--- config.mk ---
export PLATFORM = sky130hd
export DESIGN_NAME = fetch_unit_flat
export DESIGN_NICKNAME = d
export VERILOG_FILES = /design/src/rtl/fetch_unit_if.sv /design/src/rtl/fetch_unit.sv /design/src/flat_wrapper.sv
export SDC_FILE = /design/constraint.sdc
export NUM_CORES = 1
export LEC_CHECK = 0
export ABC_CLOCK_PERIOD_IN_PS = 1500
export BUFFER_PORTS_ARGS = -buffer_cell sky130_fd_sc_hd__buf_2
export CAP_MARGIN = 20
export CORE_UTILIZATION = 40
export CTS_CLUSTER_DIAMETER = 50
export DETAILED_ROUTE_END_ITERATION = 8
export GPL_ROUTABILITY_DRIVEN = 0
export GPL_TIMING_DRIVEN = 0
export MAX_ROUTING_LAYER = met4
export PLACE_DENSITY = 0.75
export SYNTH_ARGS = -nofsm -noshare
export SYNTH_HDL_FRONTEND = slang
export SYNTH_SLANG_ARGS = --single-unit
--- constraint.sdc ---
create_clock -name clk -period 1.5 [get_ports clk]
set_input_delay 0.15 -clock clk [delete_from_list [all_inputs] [get_ports clk]]
set_output_delay 0.15 -clock clk [all_outputs]
set_load 0.1 [all_outputs]
--- src/rtl/fetch_unit_if.sv ---
// rtl/fetch_unit_if.sv - instruction-memory read port between fetch_unit and memory
interface fetch_unit_if #(
  parameter int WORD_SIZE = 16
);
  logic                 i_readM;
  logic [WORD_SIZE-1:0] i_address;
  logic [WORD_SIZE-1:0] i_data;
  logic                 i_ready;

  modport master (output i_readM, output i_address, input i_data, input i_ready);
  modport slave  (input i_readM, input i_address, output i_data, output i_ready);
endinterface

--- src/rtl/fetch_unit.sv ---
// rtl/fetch_unit.sv - PC owner, instruction-memory requester, IF/ID register with one-entry skid buffer
module fetch_unit #(
  parameter int                   WORD_SIZE = 16,
  parameter logic [WORD_SIZE-1:0] RESET_PC  = '0
) (
  input  logic                 clk,
  input  logic                 reset_n,
  fetch_unit_if.master         imem,
  input  logic                 bus_granted,
  input  logic                 stall,
  input  logic                 redirect,
  input  logic [WORD_SIZE-1:0] redirect_pc,
  output logic [WORD_SIZE-1:0] instr_out,
  output logic [WORD_SIZE-1:0] pc_out,
  output logic [WORD_SIZE-1:0] pc_plus1_out,
  output logic                 instr_valid
);

  typedef enum logic {S_REQ, S_BUF} state_t;

  localparam logic [WORD_SIZE-1:0] ONE = {{(WORD_SIZE-1){1'b0}}, 1'b1};

  state_t               state_q, state_d;
  logic [WORD_SIZE-1:0] pc_q, pc_d;
  logic [WORD_SIZE-1:0] buf_instr_q, buf_instr_d;
  logic [WORD_SIZE-1:0] buf_pc_q, buf_pc_d;
  logic [WORD_SIZE-1:0] instr_q, instr_d;
  logic [WORD_SIZE-1:0] pc_out_q, pc_out_d;
  logic [WORD_SIZE-1:0] pc_p1_q, pc_p1_d;
  logic                 valid_q, valid_d;

  logic                 read_req;
  logic                 accept;
  logic [WORD_SIZE-1:0] pc_inc;
  logic [WORD_SIZE-1:0] buf_pc_inc;

  assign read_req       = reset_n && (state_q == S_REQ) && !bus_granted;
  assign accept         = read_req && imem.i_ready;
  assign pc_inc         = pc_q + ONE;
  assign buf_pc_inc     = buf_pc_q + ONE;

  assign imem.i_readM   = read_req;
  assign imem.i_address = pc_q;

  assign instr_out      = instr_q;
  assign pc_out         = pc_out_q;
  assign pc_plus1_out   = pc_p1_q;
  assign instr_valid    = valid_q;

  always_comb begin
    state_d     = state_q;
    pc_d        = pc_q;
    buf_instr_d = buf_instr_q;
    buf_pc_d    = buf_pc_q;
    instr_d     = instr_q;
    pc_out_d    = pc_out_q;
    pc_p1_d     = pc_p1_q;
    valid_d     = valid_q;

    // A redirect wins over any word returned this cycle and flushes the skid buffer.
    if (redirect) begin
      pc_d    = redirect_pc;
      state_d = S_REQ;
      valid_d = 1'b0;
    end else begin
      unique case (state_q)
        S_REQ: begin
          if (accept) begin
            pc_d = pc_inc;
            if (!stall) begin
              instr_d  = imem.i_data;
              pc_out_d = pc_q;
              pc_p1_d  = pc_inc;
              valid_d  = 1'b1;
            end else begin
              buf_instr_d = imem.i_data;
              buf_pc_d    = pc_q;
              state_d     = S_BUF;
            end
          end else if (!stall) begin
            valid_d = 1'b0;
          end
        end
        S_BUF: begin
          if (!stall) begin
            instr_d  = buf_instr_q;
            pc_out_d = buf_pc_q;
            pc_p1_d  = buf_pc_inc;
            valid_d  = 1'b1;
            state_d  = S_REQ;
          end
        end
        default: state_d = S_REQ;
      endcase
    end
  end

  always_ff @(posedge clk) begin
    if (!reset_n) begin
      state_q     <= S_REQ;
      pc_q        <= RESET_PC;
      buf_instr_q <= '0;
      buf_pc_q    <= '0;
      instr_q     <= '0;
      pc_out_q    <= '0;
      pc_p1_q     <= '0;
      valid_q     <= 1'b0;
    end else begin
      state_q     <= state_d;
      pc_q        <= pc_d;
      buf_instr_q <= buf_instr_d;
      buf_pc_q    <= buf_pc_d;
      instr_q     <= instr_d;
      pc_out_q    <= pc_out_d;
      pc_p1_q     <= pc_p1_d;
      valid_q     <= valid_d;
    end
  end

endmodule
--- src/flat_wrapper.sv ---
// flat-port wrapper written by rule: the top's interface ports become plain ports
module fetch_unit_flat 
#(
  parameter int                   WORD_SIZE = 16,
  parameter logic [WORD_SIZE-1:0] RESET_PC  = '0
)
  (clk, reset_n, bus_granted, stall, redirect, redirect_pc, instr_out, pc_out, pc_plus1_out, instr_valid, imem_i_readM, imem_i_address, imem_i_data, imem_i_ready);
  fetch_unit_if #(.WORD_SIZE(WORD_SIZE)) imem_i ();
  input  logic clk;
  input  logic reset_n;
  input  logic bus_granted;
  input  logic stall;
  input  logic redirect;
  input  logic [WORD_SIZE-1:0] redirect_pc;
  output logic [WORD_SIZE-1:0] instr_out;
  output logic [WORD_SIZE-1:0] pc_out;
  output logic [WORD_SIZE-1:0] pc_plus1_out;
  output logic instr_valid;
  output wire logic [$bits(imem_i.i_readM)-1:0] imem_i_readM;
  output wire logic [$bits(imem_i.i_address)-1:0] imem_i_address;
  input wire logic [$bits(imem_i.i_data)-1:0] imem_i_data;
  input wire logic [$bits(imem_i.i_ready)-1:0] imem_i_ready;
  assign imem_i_readM = imem_i.i_readM;
  assign imem_i_address = imem_i.i_address;
  assign imem_i.i_data = imem_i_data;
  assign imem_i.i_ready = imem_i_ready;
  fetch_unit #(.WORD_SIZE(WORD_SIZE), .RESET_PC(RESET_PC)) u_core (.clk(clk), .reset_n(reset_n), .imem(imem_i), .bus_granted(bus_granted), .stall(stall), .redirect(redirect), .redirect_pc(redirect_pc), .instr_out(instr_out), .pc_out(pc_out), .pc_plus1_out(pc_plus1_out), .instr_valid(instr_valid));
endmodule
Word-level counts from Yosys, hierarchy flattened. Index checks and enable logic that the tools add are counted. Widths: inputs -> output; s select.

Add/subtract/negate cells: 2. Multipliers: 0. Div/mod/pow operators: 0. Order comparisons: 0. Eq/ne operators: 5. Shifts and indexed selects: 0. Muxes and demuxes: 22. Bitwise logic cells: 3. Reductions and logical operators: 9.

Operators with widths (count): $mux 16 (12); $pmux 16 s2 (3); $add 16x1->16 const B (2); $reduce_and 4->1 (2); $ne 2x2->1 const B (3); $mux 1 (5); $pmux 1 s2 (2); $logic_and 1x1->1 (3); $ne 3x2->1 const B (1); $not 1->1 (3); $ne 2x1->1 const B (1); $reduce_and 2->1 (1); $reduce_bool 2->1 (1); $reduce_or 2->1 (1); $logic_not 1->1 (1).

Bits in registers: 98. Latch bits: 0. RAM bits: 0. Memory bits (read-only): 0. Output and inout bits: 66. Memories: 0.

Depth between registers and ports, before layout. Gate-level depths: netlist of run 1.

Depth after elaboration: 7. Depth in mapped cells: 7.

Worst setup path after synthesis of run 1. OpenSTA, ideal clock, no wires.

Path type: register to register. From: register u_core.pc_q[4] (netlist: u_core.imem.i_address[4]). To: register u_core.pc_q[15] (netlist: u_core.imem.i_address[15]). Setup time: 0.116 ns. Arrival time: 2.418 ns. Slack: -1.035 ns. Cell stages (with the launch flop): 7. Path buffers: 1. Clock period less this slack: 2.535 ns. Path through: dfxtp_1 > buf_6 > nand3_2 > or3_4 > or3_1 > xnor2_1 > o211a_1.

Longest elaborated chain between the ends: 4.

Ends and longest elaborated chain: start, declared (RTL line fetch_unit.sv:24) `logic [WORD_SIZE-1:0] pc_q, pc_d;`; start signal, assigned (RTL line fetch_unit.sv:110) `pc_q <= pc_d;`; $add 16x1->16 (RTL line fetch_unit.sv:39) `assign pc_inc = pc_q + ONE;`; $mux 16 (RTL line fetch_unit.sv:68) `if (accept) begin`; $mux 16 (RTL line fetch_unit.sv:66) `unique case (state_q)`; $mux 16 (RTL line fetch_unit.sv:61) `if (redirect) begin`.

Every way passes these cells. The select of a mux whose other input is x is not followed. A chain may end at the register's enable or synchronous reset.

Worst setup path after layout of run 1.
From: register u_core.state_q. To: register u_core.buf_pc_q[4].

Longest elaborated chain between the ends: 5.

Ends and longest elaborated chain: start, declared (RTL line fetch_unit.sv:23) `state_t state_q, state_d;`; start signal, assigned (RTL line fetch_unit.sv:109) `state_q <= state_d;`; $not 1->1 (*) (RTL line fetch_unit.sv:37) `assign read_req = reset_n && (state_q == S_REQ) && !bus_granted;`; $logic_and 1x1->1 (2 in a row) (RTL line fetch_unit.sv:37); $logic_and 1x1->1 (RTL line fetch_unit.sv:38) `assign accept = read_req && imem.i_ready;`; $reduce_and 4->1 (no line) (*); end signal, assigned (RTL line fetch_unit.sv:112) `buf_pc_q <= buf_pc_d;`; end, declared (RTL line fetch_unit.sv:26) `logic [WORD_SIZE-1:0] buf_pc_q, buf_pc_d;`.

Every way passes the cells marked *; elsewhere a longest branch is shown, timed or not.

==> results of run 1 <==
flip-flops by register name (all words and copies together), names as in the netlist:
name / flops
u_core.imem.i_address: 16
u_core.instr_valid: 1
u_core.pc_plus1_out: 16
u_core.state_q: 1
u_core.instr_out: 16
u_core.pc_out: 16
u_core.buf_pc_q: 16
u_core.buf_instr_q: 16
critical path, cell delays in order, from the launching register on:
cell      delay, ps
dfxtp_2         360
and4bb_1        280
buf_6           120
and3_1          200
buf_6           190
buf_8           130
nand2_1          80
a21boi_0        210
through the flow:
step,setup slack [ps],utilization
after floorplan,-480,-
after detailed placement,-401,0.485
final,-162,0.586
after global routing,-187,0.586
after global placement,-335,0.485
after CTS,-117,0.543
cells in the final DEF, fill, tap and decap left out, types with 16 or more instances in the layout:
cell,synthesis,routed
nand2_1,120,119
dfxtp_1,98,72
xnor2_1,17,16
o211a_1,34,34
buf_2,17,105
xor2_1,22,22
mux2i_1,42,42
nand3_1,26,17
buf_4,0,43
a21boi_1,20,22
dfxtp_4,0,19
cell type report:
| type | count | area, um^2 |
|---|---|---|
| Timing Repair Buffer | 157 | 1030 |
| Multi-Input combinational cell | 410 | 2990 |
| Buffer | 37 | 233 |
| Fill cell | 973 | 4810 |
| Clock buffer | 9 | 225 |
| Clock inverter | 7 | 67.6 |
| Sequential cell | 98 | 2040 |
| Tap cell | 143 | 179 |
| Inverter | 7 | 33.8 |
what timing repair did:
item,in CTS,in global routing
setup buffers,28,23
endpoints found under the hold margin,0,0
setup endpoints to repair,89,83
resized for setup,65,91
pin swaps,7,34
cloned,1,3
path summary, 6_finish.rpt:
check | startpoint | endpoint | slack [ps]
worst min-delay path | imem_i_data[2] | u_core.buf_instr_q[2] | 50
worst min register to register | u_core.buf_instr_q[3] | u_core.buf_instr_q[3] | 460
worst max-delay path | u_core.state_q | u_core.buf_pc_q[4] | -160
worst max register to register | u_core.state_q | u_core.buf_pc_q[4] | -160
logic make-up after synthesis:
kind of cell,synth area share
AND/OR/NAND/NOR,0.203
AO/OA/AOI/OAI,0.178
flip-flops,0.406
buffers and inverters,0.0497
multiplexers,0.0870
XOR/XNOR,0.0707
adder cells (fa/ha/maj),0.00518
layer usage:
| layer | global-route usage | share of wire |
|---|---|---|
| met5 | - | 0 |
| met4 | 0.108 | 0.032 |
| met3 | 0.0512 | 0.071 |
| met2 | 0.413 | 0.51 |
| met1 | 0.275 | 0.39 |
power by group through the flow:
| stage | clock network [mW] | registers (mW) | logic (mW) |
|---|---|---|---|
| detailed placement | 0 | 2.77 | 0.906 |
| global route | 2.46 | 2.72 | 1.08 |
| floorplan | 0 | 3.15 | 0.309 |
| finish | 2.30 | 2.72 | 1.04 |
| CTS | 2.34 | 2.72 | 0.950 |
| global placement | 0 | 2.77 | 0.895 |
==> reports/qor.yml, run 1 <==
routing:
  vias: 4985
  postRouteAntennaNets: 0
  dr.pass1.iters: 8
  vias_per_cell: 5.74
  wl_per_cell_um: 18.6
  drtIter0Drc: 352
  drt-total-wl_um: 16100
  drc_errors: 9
floorplan:
  num_rows: 39
  die_x_um: 112
  core_area_mm2: 0.0116
  ioPinCount: 104
  die_h_um: 112
  initial_core_util: 0.416
  dieArea_mm2: 0.0125
sta:
  fin_hold_ws_ps: 47.7
  finalSetupViolCount: 44
  rsz0062_at_grt: "true"
  setup_tns_ps: -2470
  finalMaxSlewViolations: 0
  fin_crit_ps: 1660
  worst_slack_ps: -162
  worst_pin_slew_ps: 537
  clock.fmax_mhz: 602
  finClkSkew_ps: 11.0
  fin_crit_sh: 1.11
  max_slew_margin: 0.642
  hold_viol: 0
critical_path:
  cp-start-kind: "flop"
  end_kind: "flop"
  required_ps: 1750
  ff2ff_path_depth: 7
  crit_type: "reg2reg"
  path_max_fanout: 8
  critPathArrivalTime_ps: 1920
synthesis:
  yosys_warnings: 0
  synth-seq-area-share: 0.406
  ys_ff_latch: 98
  synth_edf_count: 0
  syn_inst: 563
  syn-num-nets: 603
  synth_area_leaders: "dfxtp_1, nand2_1, mux2i_1"
  synth_top_cell_by_area: "dfxtp_1"
  synthTopCellsByCount: "nand2_1, dfxtp_1, mux2i_1"
  synthFlopType: "dfxtp_1"
  ys_types: 41
  synth_top_area_frac: 0.406
  yosysMostFrequentCell: "nand2_1"
  ys_async_sr_fraction: 0
  synth_area_mm2: 0.00483
  avgSynthCellArea_um2: 8.59
cts:
  numCtsBuffers: 9
  clkLatencyLatePin_ps: 350
  cts_tree: "built"
  htree_levels: 3
  clk_path_buf_depth: 2
  holdBufCountCts: 0
  clockRootBuffer: "clkbuf_16"
  clk_pin_slew_ps: 70
  cts_sinks: 98
power_and_ir_drop:
  clkPwrFrac: 0.380
  total_power_mw: 6.05
  p_switching_mw: 1.81
  p_int_mw: 4.25
  comb_power_share: 0.171
  p_leak_nw: 3.16
  ir_drop_uv: 793
  powerDensity_mw_per_mm2: 889
  switching_share: 0.298
  seqPwrFrac: 0.449
global_routing:
  grt.overflow.total: 0
  grt_use_total: 0.243
  grt_max_degree: 17
  grt_pass1_wl_um: 23300
  antenna_found_initial: 0
  first_global_vias: 4877
placement:
  post-dp-hpwl_um: 10100
  dp_cells: 809
  port_buffers: 103
  placed_area_mm2: 0.00563
cells_and_area:
  drive_gt1_frac: 0.378
  layout.cells.non_filler: 868
  syn_to_final_growth_pct: 40.8
  nets: 760
  antenna_cells: 0
  fin_area_mm2: 0.00681
run_status:
  status: "finished, violations left"
  failed_checks: "DRC, setup timing"
run:
  drv_cap: 0
worst_hold_path:
  hold_depth: 3
  hp-class: "in2reg"
(Power assumes the default switching activity.)
==> run 2: changes to the inputs <==
--- a/config.mk
+++ b/config.mk
@@ -5,7 +5,7 @@
 export SDC_FILE = /design/constraint.sdc
 export NUM_CORES = 1
 export LEC_CHECK = 0
-export ABC_CLOCK_PERIOD_IN_PS = 1500
+export ABC_AREA = 1
 export BUFFER_PORTS_ARGS = -buffer_cell sky130_fd_sc_hd__buf_2
 export CAP_MARGIN = 20
 export CORE_UTILIZATION = 40
==> reports/qor.yml, run 2 <==
cts:
  cts_tree: "built"  # unchanged
  numCtsBuffers: 9  # unchanged
  clk_pin_slew_ps: 70  # about the same
  clkLatencyLatePin_ps: 360  # was 350 ps
  clk_path_buf_depth: 2  # unchanged
  clockRootBuffer: "clkbuf_16"  # unchanged
  htree_levels: 3  # unchanged
  holdBufCountCts: 0  # unchanged
  cts_sinks: 98  # unchanged
routing:
  postRouteAntennaNets: 0  # unchanged
  vias_per_cell: 5.18  # was 5.74
  vias: 5050  # was 4,985
  dr.pass1.iters: 5  # was 8
  wl_per_cell_um: 14.9  # was 18.6 um
  drt-total-wl_um: 14500  # was 16,100 um
  drc_errors: 0  # was 9
  drtIter0Drc: 501  # was 352
sta:
  rsz0062_at_grt: "true"  # unchanged
  fin_crit_ps: 1530  # was 1660 ps
  fin_crit_sh: 1.02  # was 1.11
  worst_pin_slew_ps: 634  # was 537 ps
  finalSetupViolCount: 1  # was 44
  worst_slack_ps: -30.6  # was -162 ps
  setup_tns_ps: -30.6  # was -2470 ps
  clock.fmax_mhz: 653  # was 602 MHz
  hold_viol: 0  # unchanged
  finalMaxSlewViolations: 0  # unchanged
  fin_hold_ws_ps: 44.7  # was 47.7 ps
  max_slew_margin: 0.577  # was 0.642
  finClkSkew_ps: 13.4  # was 11.0 ps
synthesis:
  ys_async_sr_fraction: 0  # unchanged
  synth_top_cell_by_area: "dfxtp_1"  # unchanged
  synthFlopType: "dfxtp_1"  # unchanged
  avgSynthCellArea_um2: 6.71  # was 8.59 um^2
  syn-num-nets: 738  # was 603
  syn_inst: 698  # was 563
  synth_area_leaders: "dfxtp_1, nand2_1, a21oi_1"  # was dfxtp_1, nand2_1, mux2i_1
  synth-seq-area-share: 0.419  # was 0.406
  synthTopCellsByCount: "nand2_1, dfxtp_1, a21oi_1"  # was nand2_1, dfxtp_1, mux2i_1
  synth_edf_count: 0  # unchanged
  yosysMostFrequentCell: "nand2_1"  # unchanged
  ys_types: 27  # was 41
  ys_ff_latch: 98  # unchanged
  yosys_warnings: 0  # unchanged
  synth_area_mm2: 0.00469  # was 0.00483 mm^2
  synth_top_area_frac: 0.419  # was 0.406
critical_path:
  required_ps: 1350  # was 1750 ps
  slowest_stage: "dfxtp_4"  # was dfxtp_2
  ff2ff_path_depth: 7  # unchanged
  rr_endpoint: "u_core.pc_plus1_out[15]"  # was u_core.buf_pc_q[4]
  reg2reg_from: "u_core.imem.i_address[3]"  # was u_core.state_q
  crit_type: "reg2out"  # was reg2reg
  crit_chain: "buf_8 -> buf_12 -> nor3_4 -> buf_12"  # was and4bb_1 -> buf_6 -> and3_1 -> buf_6 -> buf_8 -> nand2_1 -> a21boi_0
  cp-startpoint: "u_core.state_q"  # unchanged
  cp.buffers_inverters: 3  # unchanged
  critPathArrivalTime_ps: 1380  # was 1920 ps
  cp-start-kind: "flop"  # unchanged
  crit_top_cell: "buf_12"  # was buf_6
  path_depth: 4  # was 7
  path_max_fanout: 5  # was 8
  end_kind: "primary output"  # was flop
  r2r_slack_ps: 30  # was -160 ps
  cp_top_family: "buffers and inverters"  # was simple AND/OR/NAND/NOR gates
  cpPeakStageDelay_ps: 370  # was 360 ps
cells_and_area:
  syn_to_final_growth_pct: 30.1  # was 40.8%
  fin_area_mm2: 0.00610  # was 0.00681 mm^2
  most-common-layout-cells: "nand2_1, buf_2, a21oi_1"  # was nand2_1, buf_2, dfxtp_1
  drive_gt1_frac: 0.248  # was 0.378
  final_util: 0.534  # was 0.586
  layout_commonest_cell: "nand2_1"  # unchanged
  nets: 867  # was 760
  antenna_cells: 0  # unchanged
floorplan:
  die_h_um: 110  # was 112 um
  num_rows: 39  # unchanged
  initial_core_util: 0.410  # was 0.416
  ioPinCount: 104  # unchanged
  core_area_mm2: 0.0114  # was 0.0116 mm^2
  dieArea_mm2: 0.0122  # was 0.0125 mm^2
  die_x_um: 110  # was 112 um
power_and_ir_drop:
  powerDensity_mw_per_mm2: 959  # was 889 mW/mm^2
  ir_drop_uv: 455  # was 793 uV
  p_leak_nw: 2.62  # was 3.16 nW
  total_power_mw: 5.85  # was 6.05 mW
global_routing:
  gr-usage-met1: 0.339  # was 0.275
  grt_use_total: 0.247  # was 0.243
  antenna_found_initial: 0  # unchanged
  grt_max_degree: 16  # was 17
  gr-usage-met2: 0.373  # was 0.413
  grt.overflow.total: 0  # unchanged
  met3_usage: 0.0435  # was 0.0512
  grt_pass1_wl_um: 22200  # was 23,300 um
  grt_busiest_layer: "met2"  # unchanged
  first_global_vias: 4349  # was 4,877
run_status:
  failed_checks: "setup timing"  # was DRC, setup timing
  status: "finished, violations left"  # unchanged
placement:
  port_buffers: 102  # was 103
  post-dp-hpwl_um: 10400  # was 10,100 um
  placed_area_mm2: 0.00550  # was 0.00563 mm^2
worst_hold_path:
  hp-class: "in2reg"  # unchanged
  hold_end: "u_core.buf_instr_q[8]"  # was u_core.buf_instr_q[2]
  hold_depth: 3  # unchanged
  hp-start: "imem_i_data[8]"  # was imem_i_data[2]
run:
  drv_cap: 0  # unchanged
[run 2: cell types whose count changed in the layout (fill, tap and decap cells not counted), sizes merged, moves of 30 or more]
cell	delta
nand2	+92
a21oi	+73
inv	+57
o21ai	+55
mux2i	-42
a21boi	-36
o211a	-33
buf	-30
[run 2: final cells by class]
class	count	area, um^2
fill	1157	5320
multi-input combinational	495	2430
timing repair buffer	119	674
sequential	98	2020
clock inverter	4	52.6
clock buffer	11	243
inverter	66	253
tap	143	179
buffer	38	246
[run 2: routing by layer]
layer	vias up	part of all wire
li1	2538	-
met1	2269	0.45
met2	215	0.46
met3	28	0.073
met4	0	0.018
met5	-	0
[run 2: kinds of logic (layout without fill, tap and decap cells)]
family | after synthesis | in the layout | synth area share
adder cells (fa/ha/maj) | 2 | 2 | 0.00534
AND/OR/NAND/NOR | 303 | 304 | 0.267
AO/OA/AOI/OAI | 180 | 180 | 0.198
buffers and inverters | 106 | 238 | 0.0940
XOR/XNOR | 9 | 9 | 0.0168
flip-flops | 98 | 98 | 0.419
[run 2: metrics by stage]
step	setup slack, ps	instances
6_report	-30.6	974
5_1_grt	-71.1	974
4_1_cts	-88.8	965
3_5_place_dp	-120	943
2_1_floorplan	-41.9	698
3_3_place_gp	-109	943
[run 2: tightest hold or removal path: stages]
cell     delay, ps
buf_2           90
inv_1           50
a21oi_1         50
[run 2: where the power goes]
group | internal (mW) | total [mW] | switching, mW
Clock | 1.33 | 2.32 | 0.990
Sequential | 2.65 | 2.72 | 0.0684
Combinational | 0.199 | 0.803 | 0.604
Total | 4.19 | 5.85 | 1.66
[run 2: worst max path at each step]
stage,endpoint
after floorplan,imem_i_readM
after global placement,u_core.pc_plus1_out[8]
after detailed placement,u_core.pc_plus1_out[8]
after CTS,imem_i_readM
after global routing,imem_i_readM
final,imem_i_readM
[run 2: timing repair]
action,4_1_cts,5_1_grt
setup buffers,6,10
pin swaps,2,5
endpoints found under the setup margin,32,72
gates cloned,1,1
gates resized for setup,16,33
